===== src/rtl/ad9826_responder.sv =====
// ad9826_responder
//   Responder end of the AD9826 3-wire serial register port (SLOAD/SCLK/SDATA).
//   It stands in for the ADC in loopback/bring-up builds. The link is
//   oversampled on clk. The block decodes 16-bit frames (R/W, A2..A0, 3
//   don't-care bits, D8..D0, MSB first), keeps eight 9-bit registers, and
//   drives read data back onto SDATA.
//
//   Build option: define AD9826_RESP_READ_EN to enable read-back. When it is
//   undefined, read frames are still clocked through to the end but commit
//   nothing, and the SDATA driver is tied off (sdata_oe=0, sdata_out=0).
//
// Ports
//   clk, rst         system clock (>= 8x SCLK), async active-high reset
//   sload            frame select, active-low
//   sclk             serial clock, low between frames
//   sdata_in         SDATA pad input
//   sdata_out/_oe    SDATA pad output / output enable
//   regs             register file, reg n at [9n+8:9n]
//   wr_stb           one-clk pulse on write commit
//   wr_addr/wr_data  last committed write
//   frame_err        one-clk pulse when a short frame is aborted
//   busy             synchronized sload is low
module ad9826_responder #(
  parameter int SYNC_STAGES = 2
) (
  input  logic        clk,
  input  logic        rst,
  input  logic        sload,
  input  logic        sclk,
  input  logic        sdata_in,
  output logic        sdata_out,
  output logic        sdata_oe,
  output logic [71:0] regs,
  output logic        wr_stb,
  output logic [2:0]  wr_addr,
  output logic [8:0]  wr_data,
  output logic        frame_err,
  output logic        busy
);

  localparam logic [2:0] S_IDLE = 3'd0;
  localparam logic [2:0] S_HDR  = 3'd1;
  localparam logic [2:0] S_RD   = 3'd2;
  localparam logic [2:0] S_WR   = 3'd3;
  localparam logic [2:0] S_DONE = 3'd4;

  // Synchronizers. sload resets high so that reset is not seen as a frame start.
  logic [SYNC_STAGES-1:0] sload_sy, sclk_sy, sdin_sy;
  logic                   sload_d, sclk_d;

  always_ff @(posedge clk or posedge rst) begin
    if (rst) begin
      sload_sy <= '1;
      sclk_sy  <= '0;
      sdin_sy  <= '0;
      sload_d  <= 1'b1;
      sclk_d   <= 1'b0;
    end else begin
      sload_sy <= {sload_sy[SYNC_STAGES-2:0], sload};
      sclk_sy  <= {sclk_sy[SYNC_STAGES-2:0], sclk};
      sdin_sy  <= {sdin_sy[SYNC_STAGES-2:0], sdata_in};
      sload_d  <= sload_sy[SYNC_STAGES-1];
      sclk_d   <= sclk_sy[SYNC_STAGES-1];
    end
  end

  logic sload_s, sclk_s, sdin_s;
  logic sload_fall, sload_rise, sclk_rise, sclk_fall;

  assign sload_s    = sload_sy[SYNC_STAGES-1];
  assign sclk_s     = sclk_sy[SYNC_STAGES-1];
  assign sdin_s     = sdin_sy[SYNC_STAGES-1];
  assign sload_fall = sload_d & ~sload_s;
  assign sload_rise = ~sload_d & sload_s;
  // sclk edges only count inside a frame.
  assign sclk_rise  = sclk_s & ~sclk_d & ~sload_s;
  assign sclk_fall  = ~sclk_s & sclk_d & ~sload_s;
  assign busy       = ~sload_s;

  logic [2:0]       state;
  logic [4:0]       bit_cnt;
  logic [8:0]       shreg;
  logic [8:0]       shift_nxt;
  logic             rw;
  logic [2:0]       addr;
  logic [7:0][8:0]  regs_q;

  assign shift_nxt = {shreg[7:0], sdin_s};
  assign regs      = regs_q;

  // A 9-bit shifter is enough: after the 7th rise it holds R/W at [6] and the
  // address at [5:3]; after the 16th it holds D8..D0.
  always_ff @(posedge clk or posedge rst) begin
    if (rst) begin
      state     <= S_IDLE;
      bit_cnt   <= '0;
      shreg     <= '0;
      rw        <= 1'b0;
      addr      <= '0;
      regs_q    <= '0;
      wr_stb    <= 1'b0;
      wr_addr   <= '0;
      wr_data   <= '0;
      frame_err <= 1'b0;
    end else begin
      wr_stb    <= 1'b0;
      frame_err <= 1'b0;

      if (sload_s)
        bit_cnt <= '0;
      else if (sclk_rise && bit_cnt != 5'd16)
        bit_cnt <= bit_cnt + 5'd1;

      case (state)
        S_IDLE: if (sload_fall) state <= S_HDR;
        S_HDR: begin
          if (sload_rise) begin
            frame_err <= 1'b1;
            state     <= S_IDLE;
          end else if (sclk_rise) begin
            shreg <= shift_nxt;
            if (bit_cnt == 5'd6) begin
              rw   <= shift_nxt[6];
              addr <= shift_nxt[5:3];
`ifdef AD9826_RESP_READ_EN
              state <= shift_nxt[6] ? S_RD : S_WR;
`else
              // Reads run through the write shifter and are dropped at DONE.
              state <= S_WR;
`endif
            end
          end
        end
        S_RD, S_WR: begin
          if (sload_rise) begin
            frame_err <= 1'b1;
            state     <= S_IDLE;
          end else if (sclk_rise) begin
            if (state == S_WR) shreg <= shift_nxt;
            if (bit_cnt == 5'd15) state <= S_DONE;
          end
        end
        S_DONE: begin
          // Extra sclk edges are ignored here; only sload matters.
          if (sload_rise) begin
            if (!rw) begin
              regs_q[addr] <= shreg;
              wr_stb       <= 1'b1;
              wr_addr      <= addr;
              wr_data      <= shreg;
            end
            state <= S_IDLE;
          end
        end
        default: state <= S_IDLE;
      endcase
    end
  end

`ifdef AD9826_RESP_READ_EN
  // Read-back driver. oe rises on the 7th rise of a read header, bits shift
  // out on the following falls, and oe drops on the fall after the 16th rise
  // (state DONE) or on any sload rise, whichever comes first.
  logic [8:0] rd_sh;

  always_ff @(posedge clk or posedge rst) begin
    if (rst) begin
      sdata_oe  <= 1'b0;
      sdata_out <= 1'b0;
      rd_sh     <= '0;
    end else if (state == S_HDR && sclk_rise && bit_cnt == 5'd6 && shift_nxt[6]) begin
      sdata_oe <= 1'b1;
      rd_sh    <= regs_q[shift_nxt[5:3]];
    end else if (sload_rise || (state == S_DONE && sclk_fall)) begin
      sdata_oe  <= 1'b0;
      sdata_out <= 1'b0;
    end else if (state == S_RD && sclk_fall) begin
      sdata_out <= rd_sh[8];
      rd_sh     <= {rd_sh[7:0], 1'b0};
    end
  end
`else
  assign sdata_oe  = 1'b0;
  assign sdata_out = 1'b0;
`endif

endmodule


===== config.mk =====
export PLATFORM = sky130hd
export DESIGN_NAME = ad9826_responder
export DESIGN_NICKNAME = d
export VERILOG_FILES = /design/src/rtl/ad9826_responder.sv
export SDC_FILE = /design/constraint.sdc
export NUM_CORES = 1
export LEC_CHECK = 0
export BUFFER_PORTS_ARGS = -buffer_cell sky130_fd_sc_hd__buf_2
export CAP_MARGIN = 10
export CORE_MARGIN = 2
export CORE_UTILIZATION = 45
export CTS_CLUSTER_DIAMETER = 40
export DETAILED_ROUTE_END_ITERATION = 10
export HOLD_SLACK_MARGIN = 0.12
export PLACE_DENSITY = 0.68
export SLEW_MARGIN = 40
export SYNTH_ARGS = -nofsm -noshare
export SYNTH_HDL_FRONTEND = slang
export SYNTH_SLANG_ARGS = --single-unit

===== constraint.sdc =====
create_clock -name clk -period 7.52 [get_ports clk]
set_input_delay 1.128 -clock clk [delete_from_list [all_inputs] [get_ports clk]]
set_output_delay 1.128 -clock clk [all_outputs]
set_load 0.02 [all_outputs]

After elaboration in Yosys (flattened, before gate mapping)

Index checks and enable logic that the tools add are counted.

Equal/unequal tests: 18
Muxes and demuxes: 25
Order comparisons: 2
Bitwise logic cells: 9
$add $sub $neg: 1
Reduce and logical (&&, ||, !) cells: 11

Operator list:

| operator                                            | number |
|---|---|
| bitwise mux 72 bit                                  | 1 |
| 2-to-1 mux 9 bit                                    | 6 |
| demux 9 bit (select 3 bit)                          | 1 |
| 2-to-1 mux 3 bit                                    | 8 |
| case mux 9 bit (2 select lines)                     | 1 |
| != test 2 bit, second input constant                | 7 |
| != test 3 bit, second input constant                | 4 |
| case mux 3 bit (4 select lines)                     | 1 |
| AND reduction 6 bit                                 | 2 |
| 2-to-1 mux 5 bit                                    | 2 |
| equality test 3 x 2 -> 1 bit, second input constant | 2 |
| adder 5 x 1 -> 5 bit, second input constant         | 1 |
| equality test 5 x 3 -> 1 bit, second input constant | 1 |
| equality test 5 x 4 -> 1 bit, second input constant | 1 |
| 2-to-1 mux 1 bit                                    | 5 |
| != test 5 bit, second input constant                | 1 |
| inverter 1 bit                                      | 5 |
| AND 1 bit                                           | 4 |
| < comparator 3 x 4 -> 1 bit, second input constant  | 1 |
| AND reduction 4 bit                                 | 1 |
| nonzero test 2 bit                                  | 2 |
| equality test 3 x 1 -> 1 bit, second input constant | 1 |
| equality test 3 bit, second input constant          | 1 |
| >= comparator 3 x 1 -> 1 bit, second input constant | 1 |
| 5 further kinds                                     | 6 |

Output and inout bits: 89
Logic and storage cells: 88
Register bits after elaboration: 115

Logic depth before layout (Yosys ltp)

Gate-level depths: netlist of run 1.

Depth in word-level cells: 6
Mapped depth: 7
Gate-level depth less buffers: 7

Worst setup path before layout of run 1

OpenSTA, ideal clock, no wires.

Path kind: flip-flop to flip-flop
Start: register sload_sy[1]
End: register regs_q, in the netlist regs[18]
Slack: 5.461 ns
Setup time: 0.125 ns
Period minus slack after synthesis: 2.059 ns
Data arrival time: 1.934 ns
Data required time: 7.395 ns
Stages on the path, launching flop included: 6
Cells stage by stage: dfstp_2 -> buf_6 -> and2b_4 -> nand4b_4 -> nor4b_4 -> mux2_2

Cells in the longest elaborated chain, start to end: 2

RTL lines:

| element                              | RTL line | text |
|---|---|---|
| from (decl)                          | 48       | `logic [SYNC_STAGES-1:0] sload_sy, sclk_sy, sdin_sy;` |
| from (signal assigned)               | 59       | `sload_sy <= {sload_sy[SYNC_STAGES-2:0], sload};` |
| AND 1 bit                            | 74       | `assign sload_rise = ~sload_d & sload_s;` |
| AND reduction 3 bit (no source line) | -        |  |
| to (signal, indexed assignment)      | 147      | `regs_q[addr] <= shreg;` |
| to (decl)                            | 86       | `logic [7:0][8:0] regs_q;` |

No other way between the ends.
A chain may end at the register's enable or synchronous reset.

Final worst setup path of run 1

Start: register sload_sy[1]
End: output busy

Cells in the longest elaborated chain, start to end: 1

RTL lines:

| element        | RTL line | text |
|---|---|---|
| inverter 1 bit | 78       | `assign busy = ~sload_s;` |
| to (decl)      | 38       | `output logic busy` |

No other way between the ends.

==> results of run 1 <==
-- registers in the layout, summed over array words and instances, names as in the netlist --
register   cells
sload_sy       2
shreg          9
addr           3
frame_err      1
sclk_d         1
regs          72
wr_data        9
wr_addr        3
state          3
sclk_sy        2
wr_stb         1
sload_d        1
bit_cnt        5
sdin_sy        2
rw             1
-- synthesized netlist by cell type, types with 3 or more instances --
library cell / n / area (sq um)
nor2_1: 4 / 15.0
dfstp_2: 3 / 78.8
nand2_1: 39 / 146
inv_1: 6 / 22.5
mux2_2: 88 / 991
clkbuf_1: 11 / 41.3
buf_1: 3 / 11.3
ha_1: 4 / 50.1
dfrtp_1: 112 / 2800
-- cell families (layout without fill, tap and decap cells) --
logic type	count (synthesis)	count (layout)	share of synthesized area (%)
fa+ha+maj	4	4	1.09
buf+inv	26	131	2.51
xor+xnor	1	1	0.191
simple gates	71	71	10.2
mux	89	89	21.8
flops	115	115	62.7
other cells	1	2	0.0816
compound gates	9	9	1.47
-- stage by stage --
step	util (%)	area, sq um	cells
2_1_floorplan	-	4600	317
3_3_place_gp	52.1	5140	523
3_5_place_dp	52.2	5140	523
4_1_cts	58.3	5750	555
5_1_grt	58.3	5750	555
6_report	58.3	5750	555
-- worst register-to-register path, cell delays in order, from the launching register on --
cell      delay, ns
dfstp_2        0.64
and2b_4        0.23
nand4b_4       0.33
inv_2          0.39
nand4b_2       0.37
mux2_2         0.40
-- metal layers --
metal,global-route usage (%),up-vias,share of wire [%]
met5,0,-,0
met4,7.90,0,2.5
met3,7.17,19,5.9
met2,27.9,74,48
met1,24.1,1429,43
li1,-,1287,-
-- cell type report --
type / count / area [sq um]
repair buffers: 92 / 467
multi-input cells: 176 / 1600
well taps: 133 / 166
flip-flops and latches: 115 / 2880
clock inverters: 14 / 176
clock buffers: 18 / 428
inverters: 7 / 28.8
fillers: 791 / 4120
-- worst max-delay path by stage --
stage	depth (start not counted)	end	slack, ns	start
6_report	2	busy	5.04	sload_sy[1]
5_1_grt	5	regs[45]	4.88	sload_sy[1]
4_1_cts	2	busy	5.02	sload_sy[1]
3_5_place_dp	5	regs[60]	5.05	sload_sy[1]
3_3_place_gp	3	regs[3]	4.98	rst
2_1_floorplan	1	addr[0]	3.35	rst
-- report_power, final --
group | switching, uW | internal [uW] | total (uW)
sequential | 86.0 | 644 | 730
combinational | 36.7 | 39.9 | 76.6
clock | 292 | 517 | 809
==> metrics.txt, run 1 <==
HPWL Detailed=6140 um; commonest cells after routing, fill and taps aside=dfrtp_1 (112), buf_2 (91), mux2_2 (88); CP Cell Sequence=inv_1 > buf_2; Pleak=approximately 0.0032 uW; RSZ-0062 raised after global routing=false; Post-CTS Setup Inserts=0; Die X=between 100 and 150 um; Die H=around 110 um; crit end category=output pin; Vias=approximately 2800; DRT iter0 DRCs=95; Hold Path Class=flop to flop; Worst Hold Launch=sdin_sy[0]; post-route setup slack=roughly 5.0 ns; CP Launch Type=flop; synth warn=0; Worst Reg-to-Reg Cells=5; area grow syn2layout=25.1%; TritonRoute pass-1 iters=4; Routed WL=between 9000 and 10000 um; pwr dens=around 280 nW/um^2; hold-critical path depth=0; slowest stage delay, CP=0.64 ns; first-pass GRT wire length=about 16000 um; share of cells above drive strength 1=around 55%; Die ar.=approximately 11000 sq um; vias per inst=roughly 5.1; crit-path leading delay family=flip-flops; initial antenna violation count=0; final hold viol count=0; H-Tree Depth=4; Mapped Cells=between 300 and 400; critical path class=flop to output pin; Post-synth EDFFs=0; Fin Clk Skew=0.00856 ns; nets=about 420; IO buf count=slightly above 90; vias in the first global route=around 2900; Inserted Diodes=0; Max transition margin=between 50% and 60%; pre-CTS setup slack=approximately 5.1 ns; DRC viols=0; Max IR drop VDD=between 150 and 200 uV; final worst path period share=between 30% and 40%; max-cap viol count=0; Longest Clk Path Bufs=2; final hold slack=between 0.3 and 0.4 ns; Worst EP required=approximately 6.4 ns; Worst-Margin Slew=0.719 ns; CP max-delay cell=dfstp_2; crit-path max FO=11; Placer Congestion=slightly below 0.8; Post-CTS Resized=0; Core Region=9860 sq um; WL per Instance=roughly 17 um; max-slew violations=0; Design Power=around 1600 uW; post-route ant nets=0; cts bufs inserted=17; Post-synth ARST share=between 90% and 100%; Cell variety after synth=46; Seq/Total Area, Yosys=62.7%; R2R Path End=regs[45]; Root Driver=clkbuf_8; GRT Util Overall=about a fifth; CTS tree=yes; Rows=36; post-cts hold buffer count=0; grt ovf=0; ys flop type=dfrtp_1; Clock Sinks=approximately 120; status=complete, no violations; minimum clock period=2.48 ns; pin count of the biggest net entering global routing=72; Total Neg Setup Slack=0 ns; Mapped Avg Cell Area=14.5 sq um; Initial Util=between 40% and 50%; buffer and inverter count on the worst path=2; Mapped Area=4590 sq um; #FFs+latches synth=115; FMAX=403 MHz; r2r setup slk=about 5.1 ns; worst-skew pair later-pin latency=approximately 0.51 ns; Reg clk slew, reported paths=approximately 0.060 ns; r2r startpoint=sload_sy[1]; final setup violation count=0; commonest non-fill, non-tap cell in the layout=dfrtp_1; Top Ports=between 90 and 100; worst endpoint data arrival time=1.35 ns; WHS Endpoint=sdin_sy[1]
Power figures use the tool's default switching activity.
==> inputs of run 2 (changes only) <==
clock period = 2.6 ns   (was 7.52 ns; I/O delays follow)
==> run 2 against run 1 <==
Against the previous run: register-to-register slack got worse by 4.8 ns; first-iteration DRC count fell by 4.2%; clock power rose to 2.5 times the previous value; routed wire length fell by 3.0%; cell count rose by 1.3%; sequential power rose to 2.9 times the previous value; core utilization rose by 0.20 points; total power rose to 2.7 times the previous value; worst hold slack improved by 0.0059 ns; critical path type is now flop to flop; largest cell class unchanged.
==> metrics.txt, run 2 (synthesis gave the netlist of run 1 again) <==
Final Non-Filler Cells=562 (+1.3%); Post-CTS Resized=0 (unchanged); Top Ports=94 (unchanged); minimum clock period=2.28 ns; Die H=105 um (unchanged); Placer Congestion=0.815 (+4.5%); pre-CTS setup slack=0.288 ns (-4.76 ns); nets=426 (+1.9%); Rows=36 (unchanged); Inserted Diodes=0 (unchanged); vias per inst=5.04 (-0.37%); RSZ-0062 raised after global routing=false; Reg clk slew, reported paths=0.06 ns (about the same); commonest non-fill, non-tap cell in the layout=dfrtp_1; placed cell count=527 (+0.76%); Worst-Margin Slew=0.695 ns (-0.0238 ns); final hold viol count=0 (unchanged); Clock Sinks=115 (unchanged); FMAX=between 400 and 500 MHz; WL per Instance=16.7 um (-4.2%); cts bufs inserted=17 (unchanged); GRT Util Overall=18.2% (-0.46 points); DRC viols=0 (unchanged); post-cts hold buffer count=4 (+4); status=complete, no violations; worst endpoint data arrival time=2.68 ns (+1.33 ns); CP Launch Type=flop; Layout fillers=817 (+3.3%); critical path class=flop to flop; IO buf count=91 (unchanged); crit end category=flop; Max IR drop VDD=447 uV (+190%); Vias=2834 (+0.89%); H-Tree Depth=4 (unchanged); Die X=105 um (unchanged); HPWL Detailed=6170 um (+0.52%); worst-skew pair later-pin latency=0.51 ns (about the same); final setup violation count=0 (unchanged); Max transition margin=53.5% (+1.6 points); max FFs per register=72 (unchanged); Longest Clk Path Bufs=2 (unchanged); Post-CTS Setup Inserts=0 (unchanged); Hold Path Class=flop to flop; crit-path max FO=17 (+6); pin count of the biggest net entering global routing=54 (-25%); area grow syn2layout=25.6%; grt ovf=0 (unchanged); Pleak=0.00318 uW (-0.16%); initial antenna violation count=0 (unchanged); final worst path period share=between 80% and 90%; max-cap viol count=0 (unchanged); Core Region=9860 sq um (unchanged); share of cells above drive strength 1=54.3% (-0.19 points); Fin Clk Skew=0.0113 ns (+0.00278 ns); Total Neg Setup Slack=0 ns (unchanged); DRT iter0 DRCs=91 (-4.2%); commonest cells after routing, fill and taps aside=dfrtp_1 (112), buf_2 (91), mux2_2 (88); Root Driver=clkbuf_8; Initial Util=46.6% (unchanged); Die ar.=11000 sq um (unchanged); final hold slack=0.348 ns (+0.00586 ns); Routed WL=9400 um (-3.0%); vias in the first global route=2833 (-1.8%); pwr dens=761 nW/um^2 (+170%); Worst EP required=3.00 ns (-3.39 ns); CTS tree=yes; TritonRoute pass-1 iters=6 (+2); post-route setup slack=0.317 ns (-4.72 ns); max-slew violations=0 (unchanged); post-route ant nets=0 (unchanged); first-pass GRT wire length=15300 um (-1.4%)
[run 2: metrics by stage]
step	total power, uW	instance area [sq um]	utilization, %
floorplan	2230	4600	-
global placement	2360	5200	52.7
detailed placement	2370	5200	52.7
CTS	4430	5770	58.5
global route	4550	5770	58.5
finish	4390	5770	58.5
[run 2: per-layer routing]
| layer | global-route usage [%] | vias up | share of wire (%) | wire, um |
|---|---|---|---|---|
| li1 | - | 1295 | - | - |
| met5 | 0 | - | 0 | 0 |
| met4 | 6.86 | 0 | 1.0 | 96 |
| met3 | 6.49 | 8 | 5.4 | 508 |
| met2 | 27.7 | 63 | 49 | 4630 |
| met1 | 23.8 | 1468 | 44 | 4160 |
[run 2: critical path, cell delays in order (launching register included)]
cell      delay [ns]
dfstp_2         0.64
and2b_4         0.22
nand4b_4        0.23
inv_2           0.32
nand4b_2        0.37
mux2_2          0.40
[run 2: final cells by class]
cell class	instances	area, sq um	area share (%)
Sequential cell	115	2880	49.9
Inverter	7	30.0	0.520
Tap cell	133	166	2.88
Clock buffer	17	414	7.18
Clock inverter	14	118	2.04
Multi-Input combinational cell	176	1600	27.8
Timing Repair Buffer	100	558	9.67
[run 2: final timing paths]
kind	start	end	slack, ns	cells after the start
worst max register to register	sload_sy[1]	regs[47]	0.32	5
worst max-delay path	sload_sy[1]	regs[47]	0.32	5
worst min-delay path	sclk_sy[0]	sclk_sy[1]	0.35	0
min in group asynchronous	rst	regs[61]	0.52	3
max in group asynchronous	rst	state[2]	1.40	4
worst min register to register	sclk_sy[0]	sclk_sy[1]	0.35	0
[run 2: where the power goes]
part	internal, uW	switching, uW	total (uW)
logic	124	108	232
clock network	1250	803	2050
registers	1860	246	2110
total	3230	1160	4390
